==> src/rtl/mem_share_pkg.sv <==
// Shared definitions for the two-port shared register array arbiter:
// owner state encoding and the reset contents of the array.
package mem_share_pkg;

    typedef enum logic [1:0] {
        OWN_NONE = 2'd0,
        OWN_P0   = 2'd1,
        OWN_P1   = 2'd2
    } owner_e;

    localparam logic [7:0] INIT0 = 8'h07;
    localparam logic [7:0] INIT1 = 8'h05;

endpackage

==> src/rtl/mem_share_arb_if.sv <==
// Request/grant/read-return bundle for both requesters of mem_share_arb.
// master = the requesters' side, slave = the arbiter.
interface mem_share_arb_if #(
    parameter int WIDTH = 8,
    parameter int AW    = 2
);
    logic             req0;
    logic             we0;
    logic [AW-1:0]    addr0;
    logic [WIDTH-1:0] wdata0;
    logic             gnt0;
    logic             rvalid0;
    logic [WIDTH-1:0] rdata0;

    logic             req1;
    logic             we1;
    logic [AW-1:0]    addr1;
    logic [WIDTH-1:0] wdata1;
    logic             gnt1;
    logic             rvalid1;
    logic [WIDTH-1:0] rdata1;

    modport master (
        output req0, we0, addr0, wdata0,
        output req1, we1, addr1, wdata1,
        input  gnt0, rvalid0, rdata0,
        input  gnt1, rvalid1, rdata1
    );

    modport slave (
        input  req0, we0, addr0, wdata0,
        input  req1, we1, addr1, wdata1,
        output gnt0, rvalid0, rdata0,
        output gnt1, rvalid1, rdata1
    );
endinterface

==> src/rtl/share_regfile.sv <==
// DEPTH x WIDTH register array with one write port and one registered read
// port. Synchronous reset restores the init contents (entry0/entry1 from the
// package, the rest zero); a write presented in a reset cycle is dropped.
module share_regfile
    import mem_share_pkg::*;
#(
    parameter int WIDTH = 8,
    parameter int DEPTH = 4,
    parameter int AW    = 2
) (
    input  logic             clk,
    input  logic             rst_n,
    input  logic             we_i,
    input  logic [AW-1:0]    waddr_i,
    input  logic [WIDTH-1:0] wdata_i,
    input  logic             re_i,
    input  logic [AW-1:0]    raddr_i,
    output logic [WIDTH-1:0] rdata_o
);

    logic [WIDTH-1:0] mem_q [DEPTH];
    logic [WIDTH-1:0] rdata_q;

    // Array storage: reset to init contents, otherwise commit the write.
    always_ff @(posedge clk) begin
        if (!rst_n) begin
            for (int i = 0; i < DEPTH; i++) begin
                if (i == 0) begin
                    mem_q[i] <= WIDTH'(INIT0);
                end else if (i == 1) begin
                    mem_q[i] <= WIDTH'(INIT1);
                end else begin
                    mem_q[i] <= {WIDTH{1'b0}};
                end
            end
        end else if (we_i) begin
            mem_q[waddr_i] <= wdata_i;
        end
    end

    // Registered read: captures the pre-write value, holds when not reading.
    always_ff @(posedge clk) begin
        if (!rst_n) begin
            rdata_q <= {WIDTH{1'b0}};
        end else if (re_i) begin
            rdata_q <= mem_q[raddr_i];
        end
    end

    assign rdata_o = rdata_q;

endmodule

==> src/rtl/mem_share_arb.sv <==
// Round-robin arbiter sharing one register array between two requesters.
// One access per cycle; the owner may keep the grant for up to MAX_BURST
// beats while the other port waits, then must yield.
module mem_share_arb
    import mem_share_pkg::*;
#(
    parameter int WIDTH     = 8,
    parameter int DEPTH     = 4,
    parameter int AW        = 2,
    parameter int MAX_BURST = 4
) (
    input  logic           clk,
    input  logic           rst_n,
    mem_share_arb_if.slave bus
);

    localparam int CW = (MAX_BURST > 1) ? $clog2(MAX_BURST) : 1;
    localparam logic [CW-1:0] CNT_LAST = CW'(MAX_BURST - 1);

    owner_e           owner_q, owner_d;
    logic [CW-1:0]    cnt_q, cnt_d;
    logic             last_q, last_d;
    logic             rvalid0_q, rvalid0_d;
    logic             rvalid1_q, rvalid1_d;
    logic [WIDTH-1:0] rhold0_q, rhold1_q;

    logic             gnt0_s, gnt1_s;
    logic             we_s, re_s;
    logic [AW-1:0]    addr_s;
    logic [WIDTH-1:0] wdata_s;
    logic [WIDTH-1:0] rd_data_s;

    // Grant decision; no grant is issued while reset is held.
    always_comb begin
        gnt0_s = 1'b0;
        gnt1_s = 1'b0;
        if (!rst_n) begin
            gnt0_s = 1'b0;
            gnt1_s = 1'b0;
        end else if (bus.req0 && bus.req1) begin
            case (owner_q)
                OWN_P0: begin
                    gnt0_s = (cnt_q < CNT_LAST);
                    gnt1_s = !(cnt_q < CNT_LAST);
                end
                OWN_P1: begin
                    gnt1_s = (cnt_q < CNT_LAST);
                    gnt0_s = !(cnt_q < CNT_LAST);
                end
                default: begin
                    gnt0_s = last_q;
                    gnt1_s = !last_q;
                end
            endcase
        end else if (bus.req0) begin
            gnt0_s = 1'b1;
        end else if (bus.req1) begin
            gnt1_s = 1'b1;
        end else begin
            gnt0_s = 1'b0;
            gnt1_s = 1'b0;
        end
    end

    // Owner / burst counter / tie-break next state and read-valid strobes.
    always_comb begin
        owner_d   = owner_q;
        cnt_d     = cnt_q;
        last_d    = last_q;
        rvalid0_d = gnt0_s && !bus.we0;
        rvalid1_d = gnt1_s && !bus.we1;
        if (gnt0_s) begin
            owner_d = OWN_P0;
            last_d  = 1'b0;
            if (owner_q != OWN_P0) begin
                cnt_d = {CW{1'b0}};
            end else if (cnt_q == CNT_LAST) begin
                cnt_d = cnt_q;
            end else begin
                cnt_d = cnt_q + CW'(1);
            end
        end else if (gnt1_s) begin
            owner_d = OWN_P1;
            last_d  = 1'b1;
            if (owner_q != OWN_P1) begin
                cnt_d = {CW{1'b0}};
            end else if (cnt_q == CNT_LAST) begin
                cnt_d = cnt_q;
            end else begin
                cnt_d = cnt_q + CW'(1);
            end
        end else begin
            owner_d = OWN_NONE;
            cnt_d   = {CW{1'b0}};
        end
    end

    // Arbiter state registers.
    always_ff @(posedge clk) begin
        if (!rst_n) begin
            owner_q   <= OWN_NONE;
            cnt_q     <= {CW{1'b0}};
            last_q    <= 1'b1;
            rvalid0_q <= 1'b0;
            rvalid1_q <= 1'b0;
        end else begin
            owner_q   <= owner_d;
            cnt_q     <= cnt_d;
            last_q    <= last_d;
            rvalid0_q <= rvalid0_d;
            rvalid1_q <= rvalid1_d;
        end
    end

    // Per-port read data hold so each port keeps its last returned word.
    always_ff @(posedge clk) begin
        if (!rst_n) begin
            rhold0_q <= {WIDTH{1'b0}};
            rhold1_q <= {WIDTH{1'b0}};
        end else begin
            if (rvalid0_q) begin
                rhold0_q <= rd_data_s;
            end
            if (rvalid1_q) begin
                rhold1_q <= rd_data_s;
            end
        end
    end

    // Steer the granted port's access onto the single array port.
    always_comb begin
        we_s    = 1'b0;
        re_s    = 1'b0;
        addr_s  = bus.addr0;
        wdata_s = bus.wdata0;
        if (gnt1_s) begin
            we_s    = bus.we1;
            re_s    = !bus.we1;
            addr_s  = bus.addr1;
            wdata_s = bus.wdata1;
        end else if (gnt0_s) begin
            we_s    = bus.we0;
            re_s    = !bus.we0;
            addr_s  = bus.addr0;
            wdata_s = bus.wdata0;
        end else begin
            we_s = 1'b0;
            re_s = 1'b0;
        end
    end

    share_regfile #(
        .WIDTH (WIDTH),
        .DEPTH (DEPTH),
        .AW    (AW)
    ) u_regfile (
        .clk     (clk),
        .rst_n   (rst_n),
        .we_i    (we_s),
        .waddr_i (addr_s),
        .wdata_i (wdata_s),
        .re_i    (re_s),
        .raddr_i (addr_s),
        .rdata_o (rd_data_s)
    );

    assign bus.gnt0    = gnt0_s;
    assign bus.gnt1    = gnt1_s;
    assign bus.rvalid0 = rvalid0_q;
    assign bus.rvalid1 = rvalid1_q;
    assign bus.rdata0  = rvalid0_q ? rd_data_s : rhold0_q;
    assign bus.rdata1  = rvalid1_q ? rd_data_s : rhold1_q;

endmodule

==> src/flat_wrapper.sv <==
// flat-port wrapper written by rule: the top's interface ports become plain ports
module mem_share_arb_flat import mem_share_pkg::*;
#(
    parameter int WIDTH     = 8,
    parameter int DEPTH     = 4,
    parameter int AW        = 2,
    parameter int MAX_BURST = 4
)
  (clk, rst_n, bus_req0, bus_we0, bus_addr0, bus_wdata0, bus_req1, bus_we1, bus_addr1, bus_wdata1, bus_gnt0, bus_rvalid0, bus_rdata0, bus_gnt1, bus_rvalid1, bus_rdata1);
  mem_share_arb_if #(.WIDTH(WIDTH), .AW(AW)) bus_i ();
  input  logic clk;
  input  logic rst_n;
  input wire logic [$bits(bus_i.req0)-1:0] bus_req0;
  input wire logic [$bits(bus_i.we0)-1:0] bus_we0;
  input wire logic [$bits(bus_i.addr0)-1:0] bus_addr0;
  input wire logic [$bits(bus_i.wdata0)-1:0] bus_wdata0;
  input wire logic [$bits(bus_i.req1)-1:0] bus_req1;
  input wire logic [$bits(bus_i.we1)-1:0] bus_we1;
  input wire logic [$bits(bus_i.addr1)-1:0] bus_addr1;
  input wire logic [$bits(bus_i.wdata1)-1:0] bus_wdata1;
  output wire logic [$bits(bus_i.gnt0)-1:0] bus_gnt0;
  output wire logic [$bits(bus_i.rvalid0)-1:0] bus_rvalid0;
  output wire logic [$bits(bus_i.rdata0)-1:0] bus_rdata0;
  output wire logic [$bits(bus_i.gnt1)-1:0] bus_gnt1;
  output wire logic [$bits(bus_i.rvalid1)-1:0] bus_rvalid1;
  output wire logic [$bits(bus_i.rdata1)-1:0] bus_rdata1;
  assign bus_i.req0 = bus_req0;
  assign bus_i.we0 = bus_we0;
  assign bus_i.addr0 = bus_addr0;
  assign bus_i.wdata0 = bus_wdata0;
  assign bus_i.req1 = bus_req1;
  assign bus_i.we1 = bus_we1;
  assign bus_i.addr1 = bus_addr1;
  assign bus_i.wdata1 = bus_wdata1;
  assign bus_gnt0 = bus_i.gnt0;
  assign bus_rvalid0 = bus_i.rvalid0;
  assign bus_rdata0 = bus_i.rdata0;
  assign bus_gnt1 = bus_i.gnt1;
  assign bus_rvalid1 = bus_i.rvalid1;
  assign bus_rdata1 = bus_i.rdata1;
  mem_share_arb #(.WIDTH(WIDTH), .DEPTH(DEPTH), .AW(AW), .MAX_BURST(MAX_BURST)) u_core (.clk(clk), .rst_n(rst_n), .bus(bus_i));
endmodule
==> config.mk <==
export PLATFORM = sky130hd
export DESIGN_NAME = mem_share_arb_flat
export DESIGN_NICKNAME = d
export VERILOG_FILES = /design/src/rtl/mem_share_pkg.sv /design/src/rtl/mem_share_arb_if.sv /design/src/rtl/share_regfile.sv /design/src/rtl/mem_share_arb.sv /design/src/flat_wrapper.sv
export SDC_FILE = /design/constraint.sdc
export NUM_CORES = 1
export LEC_CHECK = 0
export BUFFER_PORTS_ARGS = -buffer_cell sky130_fd_sc_hd__buf_2
export CELL_PAD_IN_SITES_DETAIL_PLACEMENT = 0
export CELL_PAD_IN_SITES_GLOBAL_PLACEMENT = 1
export CORE_ASPECT_RATIO = 1.5
export CORE_UTILIZATION = 48
export DETAILED_ROUTE_END_ITERATION = 8
export PLACE_DENSITY = 0.93
export SKIP_CTS_REPAIR_TIMING = 1
export SYNTH_ARGS = -nofsm -noshare
export SYNTH_HDL_FRONTEND = slang
export SYNTH_SLANG_ARGS = --single-unit
==> constraint.sdc <==
create_clock -name clk -period 7.2 [get_ports clk]
set_input_delay 0.36 -clock clk [delete_from_list [all_inputs] [get_ports clk]]
set_output_delay 0.36 -clock clk [all_outputs]
set_load 0.005 [all_outputs]
# [Yosys cells after proc, flatten, opt, wreduce, memory -nomap -nowiden]
# Memory sizes are Yosys's and may differ from the RTL's. A register that Yosys moved wholly into a read port is not among the register bits.
# Index checks and enable logic that the tools add are counted.
[word_totals] reg_bits=23 latchBits=0 ram_bits=32 rom_bits=0 input_bits=26 output_inout_bits=20 wordCells=61 mem_count=1
[memory_table] name="u_core.u_regfile.mem_q" depth=4 word_bits=8 rd=1 rd_ports_with_merged_regs=1 wr=4 line_no="share_regfile.sv:21" source="logic [WIDTH-1:0] mem_q [DEPTH];"
[op_classes] n_addsub=1 mul=0 n_div=0 n_lt_le_gt_ge=1 n_eq_ne=5 shift=0 mux=33 bitwise=1 reduce_logical=11
[op_table] operator="2-to-1 mux 8 bit" count=4
[op_table] operator="2-to-1 mux 1 bit" count=19
[op_table] operator="2-to-1 mux 2 bit" count=8
[op_table] operator="OR reduction 8 bit" count=1
[op_table] operator="zero test 1 bit" count=5
[op_table] operator="== test 2 bit (second input constant)" count=2
[op_table] operator="one-hot mux 1 bit (2 select lines)" count=2
[op_table] operator="logical AND 1 bit" count=3
[op_table] operator="adder 2 x 1 -> 2 bit (second input constant)" count=1
[op_table] operator="== test 2 x 1 -> 1 bit (second input constant)" count=1
[op_table] operator="< comparator 2 bit (second input constant)" count=1
[op_table] operator="!= test 2 x 1 -> 1 bit (second input constant)" count=1
[op_table] operator="!= test 2 bit (second input constant)" count=1
[op_table] operator="nonzero test 2 bit" count=1
[op_table] operator="OR reduction 2 bit" count=1
[op_table] operator="NOT 1 bit" count=1

# [Logic depth before layout (Yosys ltp)]
# Gate-level depths: netlist (run 1).
[depth] ltp_word=12 depth_mapped=10 mapped_depth_nobuf=9

# [Modules after synthesis]
# From an unflattened synthesis (run 1), not the netlist that was laid out.
[hier_totals] cells_unflattened=228 hier_area_um2=2907.8
[modules_own_cells] mod="share_regfile" n_inst=1 cells_per_inst=122 area_per_inst_um2=1731.7 seq_area_each_um2=1121.1
[modules_own_cells] mod="mem_share_arb" n_inst=1 cells_per_inst=106 area_per_inst_um2=1176.1 seq_area_each_um2=460.4

# [Worst setup path before layout (run 1)]
# No wires, ideal clock.
[synth_path] path_type="register to register" startpoint="register u_core.owner_q[0]" endpoint="memory u_core.u_regfile.mem_q[3][0], enable pin" setup_ps=387 arrival_time_ps=2444 required_time_ps=6813 path_slack_ps=4369 stages_incl_launch_ff=8 n_path_buf=0 synth_period_minus_slack_ps=2831 path_cell_list="dfxtp_1 > inv_1 > ha_1 > nand2b_1 > o2111a_1 > nor2_1 > a21boi_1 > o31ai_1"
[synth_lines] item="start: declaration" line_no="mem_share_arb.sv:20" source="owner_e owner_q, owner_d;"
[synth_lines] item="start signal: assignment" line_no="mem_share_arb.sv:107" source="owner_q <= owner_d;"
[synth_lines] item="end: declaration" line_no="share_regfile.sv:21"

==> results.toml, run 1 <==
[outcome]
outcome = "complete, no violations"

[global_routing]
grt_pass1_wl_um = 10400
grt_pass1_vias = 2078
grt_max_degree = 28
grt_antenna_before_repair = 0
grt.total_usage_pct = 22.2
grt_remaining_overflow = 0

[floorplan]
start_util_pct = 50.0
fp.dieArea_um2 = 6350
die_h_um = 97.1
dieWidth_um = 65.4
row_count = 34
coreArea_um2 = 5790
io_pins = 46

[timing]
setup-tns-final_ns = 0
fin_crit_sh_pct = 43.6
fmax_mhz = 319
fin_crit_ns = 3.14
final_hold_viol_count = 0
worst_pin_slew_ns = 1.16
rsz0062_at_grt = "no"
slew_headroom_pct = 22.3
drv_slew = 0
finalSetupViolCount = 0
skew_ns = 0.00686

[critical_path]
rr_worst_depth = 7
cp-start-kind = "register"
arrival_ns = 3.09
worstPathRequired_ns = 7.15
end_kind = "register"
worst-setup-path-type = "reg -> reg"
cp_max_fo = 9

[placement]
dp_hpwl_um = 4740
numPortBuffers = 45
finalWeightedCongestion = 0.885
place_inst = 362

[logic_synthesis]
synth_fp_nets = 280
ys_warn_count = 0
synth_async_sr_flop_share_pct = 0
synth_cell_types = 44
synth_flop_cell = "edfxtp_1"
synth_seq_area_share_pct = 54.7
synthCells = 252
synth-edff-count = 32
synth_seq_cells = 63
syn_area_per_cell_um2 = 11.5
synth_area_um2 = 2890

[route]
dr.pass1.iters = 5
wl_per_cell_um = 16.6
drtIter0Drc = 156
vias_per_cell = 5.53
wl_um = 6290
drc_errors = 0
vias = 2091
postRouteAntennaNets = 0

[finish]
finalNonFillerCells = 378
antennaDiodeCount = 0
nets = 329
drive_gt1_share_pct = 29.4
syn2layout_area_growth_pct = 15.8

[cts]
cts_made_buffers = 9
cts-root-buf = "clkbuf_8"
clkTransAtPathRegs_ns = 0.07
cts_max_level = 3
clockBufferDepth = 2
cts_tree = "done"
clk_latency_ns = 0.34
clock_sinks = 63

[min_path]
hp-class = "in -> reg"
hold_path_depth = 2

[pwr]
peakVddDrop_mv = 0.183
pwr_density_cell_nw_per_um2 = 230
share_comb_of_total_power_pct = 11.1
p_int_mw = 0.574
seqPwrFrac_pct = 52.5
p_clk_share_pct = 36.4
sw_frac_of_total_pct = 25.3
power.switching_mw = 0.195
leakage_nw = 1.40

[flow_run]
drv_cap = 0
worst max-delay path, cell delays in order (launching register included):
cell,delay (ns)
dfxtp_1,0.33
inv_1,0.05
ha_1,0.33
or2b_1,0.24
a41o_1,0.28
o2111ai_1,0.21
a21boi_1,0.29
o31ai_1,1.02
per-layer routing:
layer | GRT usage [%] | vias up | routed length [um]
met5 | 0 | - | 0
met4 | 11.4 | 0 | 153
met3 | 4.46 | 15 | 281
met2 | 38.1 | 74 | 3400
met1 | 25.3 | 989 | 2460
li1 | - | 1013 | -
Yosys cell counts, types with 3 or more instances:
cell	count	area, um2
a21boi_1	9	67.6
nand3_1	11	55.1
clkbuf_1	4	15.0
a221o_1	8	80.1
o21ai_0	9	45.0
dfxtp_1	31	621
nor2_1	35	131
inv_1	7	26.3
mux2i_1	9	90.1
mux2_2	16	180
nand2_1	15	56.3
nor2b_1	3	18.8
nand4b_1	3	26.3
and2_1	16	100
mux2_4	6	90.1
a21oi_1	4	20.0
edfxtp_1	32	961
path summary, 6_finish.rpt:
kind | start | end | slack (ns)
max | u_core.owner_q[0]$_SDFF_PN0_ | u_core.u_regfile.mem_q[3][0]$_DFFE_PP_ | 4.06
min | bus_we0 | u_core.bus.rvalid0$_SDFF_PN0_ | 0.26
min reg2reg | u_core.u_regfile.rdata_o[5]$_SDFFE_PN0P_ | u_core.u_regfile.rdata_o[5]$_SDFFE_PN0P_ | 0.51
max reg2reg | u_core.owner_q[0]$_SDFF_PN0_ | u_core.u_regfile.mem_q[3][0]$_DFFE_PP_ | 4.06
registers in the layout, summed over array words and instances (netlist names):
register and count:
u_core.cnt_q 2, u_core.u_regfile.rdata_o 8, u_core.last_q 1, u_core.rhold1_q 8, u_core.bus.rvalid0 1, u_core.owner_q 2, u_core.bus.rvalid1 1, u_core.rhold0_q 8
u_core.u_regfile.mem_q 32
stage by stage:
stage / hold slack (ns) / area (um2) / total power [mW] / setup slack, ns / utilization (%)
3_5_place_dp: 0.498 / 3170 / 0.497 / 4.03 / 54.7
3_3_place_gp: 0.500 / 3170 / 0.494 / 4.24 / 54.7
4_1_cts: 0.251 / 3350 / 0.774 / 4.01 / 57.9
5_1_grt: 0.273 / 3350 / 0.800 / 3.79 / 57.9
6_report: 0.260 / 3350 / 0.769 / 4.06 / 57.9
2_1_floorplan: 0.439 / 2890 / 0.468 / 4.37 / -
power groups by stage:
| stage | Combinational (mW) | Clock, mW | Sequential, mW |
|---|---|---|---|
| 3_3_place_gp | 0.0834 | 0 | 0.411 |
| 5_1_grt | 0.0947 | 0.300 | 0.405 |
| 3_5_place_dp | 0.0853 | 0 | 0.412 |
| 6_report | 0.0855 | 0.280 | 0.404 |
| 2_1_floorplan | 0.0619 | 0 | 0.406 |
| 4_1_cts | 0.0858 | 0.284 | 0.404 |
cells in the final DEF (no fill, tap or decap), drive strengths merged, types with 3 or more instances in the layout:
master   instances
nand3           11
mux2i            9
buf             46
a221o            8
and2            17
nand4b           3
inv              8
edfxtp          32
nand2           15
dfxtp           31
o2111ai          3
clkbuf          11
a21boi          10
nor2            36
nor2b            3
a21oi            5
o21ai           11
mux2            24
clkinv           4
logic make-up (layout without fill, tap and decap cells):
logic type / count (synthesis) / after routing / synth area share, %
and+or+nand+nor: 93 / 93 / 16.0
muxes: 33 / 33 / 13.2
buffers and inverters: 16 / 70 / 2.77
adders and majority gates: 2 / 2 / 0.865
DFF: 63 / 63 / 54.7
AOI/OAI and AO/OA: 45 / 45 / 12.5
area by class of cell:
class                   instances  area (um2)
well taps                      72        90.1
multi-input cells             173        1230
inverters                       8        30.0
fillers                       515        2440
clock buffers                  11         153
clock inverters                 5        31.3
repair buffers                 46         233
flip-flops and latches         63        1580
Note: power is estimated with default switching activity, not from simulation.
==> inputs of run 2 (changes only) <==
--- a/config.mk
+++ b/config.mk
@@ -9,9 +9,9 @@
 export CELL_PAD_IN_SITES_DETAIL_PLACEMENT = 0
 export CELL_PAD_IN_SITES_GLOBAL_PLACEMENT = 1
 export CORE_ASPECT_RATIO = 1.5
-export CORE_UTILIZATION = 48
+export CORE_UTILIZATION = 44
 export DETAILED_ROUTE_END_ITERATION = 8
-export PLACE_DENSITY = 0.93
+export PLACE_DENSITY = 0.87
 export SKIP_CTS_REPAIR_TIMING = 1
 export SYNTH_ARGS = -nofsm -noshare
 export SYNTH_HDL_FRONTEND = slang
==> constraint.sdc (replaced) <==
create_clock -name clk -period 3 [get_ports clk]
set_input_delay 0.15 -clock clk [delete_from_list [all_inputs] [get_ports clk]]
set_output_delay 0.15 -clock clk [all_outputs]
set_load 0.005 [all_outputs]
==> results.toml, run 2 (synthesis results as in run 1) <==
[min_path]
worstHoldStart = "bus_we0"
hold_path_depth = 2
hp-class = "in -> reg"

[floorplan]
coreArea_um2 = 6260
fp.dieArea_um2 = 6910
dieWidth_um = 68.2
die_h_um = 101
start_util_pct = 46.2
row_count = 35
io_pins = 46

[cts]
clkTransAtPathRegs_ns = 0.08
clock_sinks = 63
clockBufferDepth = 2
cts_tree = "done"
clk_latency_ns = 0.34
cts_made_buffers = 9
cts_max_level = 3
cts-root-buf = "clkbuf_8"

[timing]
drv_slew = 0
final_hold_viol_count = 0
finalSetupViolCount = 0
hold-worst-slack_ns = 0.0523
slew_headroom_pct = 57.6
skew_ns = 0.00911
fin_crit_sh_pct = 90.3
fin_crit_ns = 2.71
fmax_mhz = 369
setup-tns-final_ns = 0
worst_pin_slew_ns = 0.637
rsz0062_at_grt = "no"

[finish]
largest_register_ffs = 32
layout_common_cells = "buf_2, nor2_1, edfxtp_1, dfxtp_1"
finish.utilization_pct = 54.0
nets = 335
regMostFlops = "u_core.u_regfile.mem_q"
antennaDiodeCount = 0
syn2layout_area_growth_pct = 17.0
drive_gt1_share_pct = 31.1
final_common_cell = "buf_2"
num-fill-cells = 572

[route]
wl_per_cell_um = 15.7
vias = 2056
dr.pass1.iters = 4
wl_um = 6070
vias_per_cell = 5.33
postRouteAntennaNets = 0
drtIter0Drc = 122
drc_errors = 0

[pwr]
peakVddDrop_mv = 0.237
pwr_density_cell_nw_per_um2 = 537
leakage_nw = 1.43

[critical_path]
rr_startpoint = "u_core.owner_q[0]$_SDFF_PN0_"
cp_max_fo = 12
worst-setup-path-type = "reg -> reg"
cp-startpoint = "u_core.owner_q[0]$_SDFF_PN0_"
worstPathRequired_ns = 3.01
arrival_ns = 2.72
rr_worst_depth = 8
cp-start-kind = "register"
end_kind = "register"

[outcome]
outcome = "complete, no violations"

[placement]
finalWeightedCongestion = 0.796
numPortBuffers = 45
dp_hpwl_um = 4600

[global_routing]
grt_remaining_overflow = 0
grt_pass1_vias = 1967
grt.total_usage_pct = 19.6
grt_max_degree = 27
grt_antenna_before_repair = 0
grt_pass1_wl_um = 9610

[flow_run]
drv_cap = 0
## run 2: changes by cell type in the layout (fill, tap and decap cells not counted), sizes merged
cell / previous run / this run
clkinv: 4 / 5
inv: 8 / 10
buf: 46 / 52
clkinvlp: 1 / 0
clkbuf: 11 / 9
## run 2: where the power goes
group,switching (mW),internal [mW]
logic,0.121,0.0915
clock network,0.339,0.301
registers,0.0202,0.945
total,0.480,1.34
## run 2: path summary, 6_finish.rpt
| check | to | slack, ns |
|---|---|---|
| setup / recovery | u_core.u_regfile.mem_q[0][0]$_SDFFCE_PN1P_ | 0.29 |
| hold / removal | u_core.bus.rvalid0$_SDFF_PN0_ | 0.05 |
| setup reg to reg | u_core.u_regfile.mem_q[0][0]$_SDFFCE_PN1P_ | 0.29 |
| hold reg to reg | u_core.u_regfile.rdata_o[6]$_SDFFE_PN0P_ | 0.53 |
## run 2: cell type report
cell class                 count  area [um2]  area share [%]
timing repair buffer          52         278            8.21
multi-input combinational    173        1230            36.4
clock buffer                   9         124            3.66
sequential                    63        1580            46.7
clock inverter                 7        47.5            1.40
inverter                       8        30.0           0.887
tap                           74        92.6            2.74
## run 2: metal layers
metal / vias to the layer above / global-route usage, % / share of wire [%]
met3: 11 / 4.62 / 2.7
li1: 1032 / - / -
met4: 0 / 10.7 / 2.2
met1: 971 / 21.3 / 40
met5: - / 0 / 0
met2: 42 / 34.0 / 55
## run 2: worst max-delay path: stages (launching register included)
cell       delay [ns]
dfxtp_1          0.34
inv_1            0.05
ha_1             0.33
or2b_1           0.24
o2111ai_4        0.17
and3_1           0.30
nor2_4           0.38
nand2_1          0.23
nand2_1          0.32
## run 2: metrics by stage
step | std cells | setup WS, ns | power, mW | area (um2)
2_1_floorplan | 252 | 0.169 | 1.12 | 2890
3_3_place_gp | 370 | 0.387 | 1.19 | 3210
3_5_place_dp | 370 | 0.285 | 1.20 | 3210
4_1_cts | 386 | 0.250 | 1.83 | 3380
5_1_grt | 386 | 0.0766 | 1.90 | 3380
6_report | 386 | 0.290 | 1.82 | 3380
==> inputs of run 3 (changes only) <==
--- a/config.mk
+++ b/config.mk
@@ -11,8 +11,10 @@
 export CORE_ASPECT_RATIO = 1.5
 export CORE_UTILIZATION = 44
 export DETAILED_ROUTE_END_ITERATION = 8
+export GPL_TIMING_DRIVEN = 0
 export PLACE_DENSITY = 0.87
 export SKIP_CTS_REPAIR_TIMING = 1
+export SLEW_MARGIN = 20
 export SYNTH_ARGS = -nofsm -noshare
 export SYNTH_HDL_FRONTEND = slang
 export SYNTH_SLANG_ARGS = --single-unit
==> results.toml, run 3 (synthesis results as in run 1) <==
[critical_path]
crit_chain = "inv_1 -> ha_1 -> nand4b_1 -> o2111a_1 -> nor2_1 -> buf_2 -> mux2i_1 -> nand2_1"
arrival_ns = 3.01
critPathBufInv = 2
rr_worst_depth = 8
worstPathRequired_ns = 3.07
end_kind = "register"
cp_max_fo = 10
reg2reg_setup_slack_ns = 0.06
slowest_delay_ns = 0.53
reg2reg_to = "u_core.u_regfile.mem_q[1][0]$_SDFFCE_PN1P_"
cpMaxStageDelayCell = "mux2i_1"
cp-start-kind = "register"
crit_family = "simple AND/OR/NAND/NOR gates"
path_depth = 8
cp-startpoint = "u_core.owner_q[0]$_SDFF_PN0_"
crit_path_end = "u_core.u_regfile.mem_q[1][0]$_SDFFCE_PN1P_"
rr_startpoint = "u_core.owner_q[0]$_SDFF_PN0_"
worst-setup-path-type = "reg -> reg"

[cts]
cts_made_buffers = 9
cts-root-buf = "clkbuf_8"
cts_max_level = 3
clockBufferDepth = 2
clkTransAtPathRegs_ns = 0.07
clock_sinks = 63
cts_tree = "done"
clk_latency_ns = 0.34

[finish]
largest_register_ffs = 32
drive_gt1_share_pct = 31.0
regMostFlops = "u_core.u_regfile.mem_q"
antennaDiodeCount = 0
nets = 336
final_common_cell = "buf_2"
finish.utilization_pct = 54.8
finalNonFillerCells = 387
layout_common_cells = "buf_2, nor2_1, edfxtp_1, dfxtp_1"
finish.instance_area_um2 = 3430
syn2layout_area_growth_pct = 18.7

[floorplan]
fp.dieArea_um2 = 6910
dieWidth_um = 68.2
die_h_um = 101
io_pins = 46
row_count = 35
coreArea_um2 = 6260
start_util_pct = 46.2

[timing]
drv_slew = 0
fmax_mhz = 340
finalSetupViolCount = 0
hold-worst-slack_ns = 0.0699
rsz0062_at_grt = "yes"
skew_ns = 0.0115
final_hold_viol_count = 0
finalWorstSetupSlack_ns = 0.0597
fin_crit_ns = 2.94
slew_headroom_pct = 42.2
fin_crit_sh_pct = 98.0
setup-tns-final_ns = 0
worst_pin_slew_ns = 0.865

[flow_run]
drv_cap = 0

[global_routing]
grt_pass1_wl_um = 9760
grt.total_usage_pct = 19.8
grt_remaining_overflow = 0
grt_antenna_before_repair = 0
grt_pass1_vias = 2054
grt_max_degree = 12

[placement]
finalWeightedCongestion = 0.813
place_area_um2 = 3210
place_ws_ns = -0.155
place_inst = 370
dp_hpwl_um = 4540
numPortBuffers = 44

[pwr]
p_total_mw = 1.83
peakVddDrop_mv = 0.251
pwr_density_cell_nw_per_um2 = 533
leakage_nw = 1.43

[route]
drc_errors = 0
drtIter0Drc = 110
wl_per_cell_um = 15.9
dr.pass1.iters = 4
vias = 2134
wl_um = 6160
postRouteAntennaNets = 0
vias_per_cell = 5.51

[outcome]
outcome = "complete, no violations"

[min_path]
hp-class = "in -> reg"
worstHoldStart = "bus_we0"
==> run 3: changes by cell type in the layout (fill, tap and decap cells not counted), sizes merged <==
cell      previous run  this run
inv                 10         8
clkbuf               9        15
clkinvlp             0         2
buf                 52        49
clkinv               5         3
==> run 3: power breakdown <==
group	switching [mW]	internal [mW]	total (mW)
Combinational	0.132	0.0955	0.227
Sequential	0.0160	0.945	0.961
Clock	0.322	0.320	0.643
==> run 3: cell type report <==
cell class              count  area (um2)
plain buffers               8        50.0
clock buffers              11         141
clock inverters             5        33.8
fillers                   556        2830
inverters                   8        30.0
multi-input cells         173        1260
flip-flops and latches     63        1580
well taps                  74        92.6
repair buffers             45         240
==> run 3: how the worst min path moves through the flow <==
stage	end	slack (ns)	depth (start not counted)
6_report	u_core.bus.rvalid0$_SDFF_PN0_	0.07	2
5_1_grt	u_core.bus.rvalid0$_SDFF_PN0_	0.06	2
4_1_cts	u_core.bus.rvalid0$_SDFF_PN0_	0.06	2
3_5_place_dp	u_core.bus.rvalid0$_SDFF_PN0_	0.41	2
3_3_place_gp	u_core.bus.rvalid0$_SDFF_PN0_	0.41	2
2_1_floorplan	u_core.bus.rvalid1$_SDFF_PN0_	0.23	1
==> run 3: layer usage <==
layer	wire length, um	global-route usage, %
met1	2390	20.2
met2	3390	35.8
met3	190	4.28
met4	190	11.1
met5	0	0
==> run 3: worst register-to-register path, cell delays in order, from the launching register on <==
cell and delay, ns:
dfxtp_1 0.33, inv_1 0.04, ha_1 0.34, nand4b_1 0.27, o2111a_1 0.26, nor2_1 0.40
buf_2 0.37, mux2i_1 0.54, nand2_1 0.13
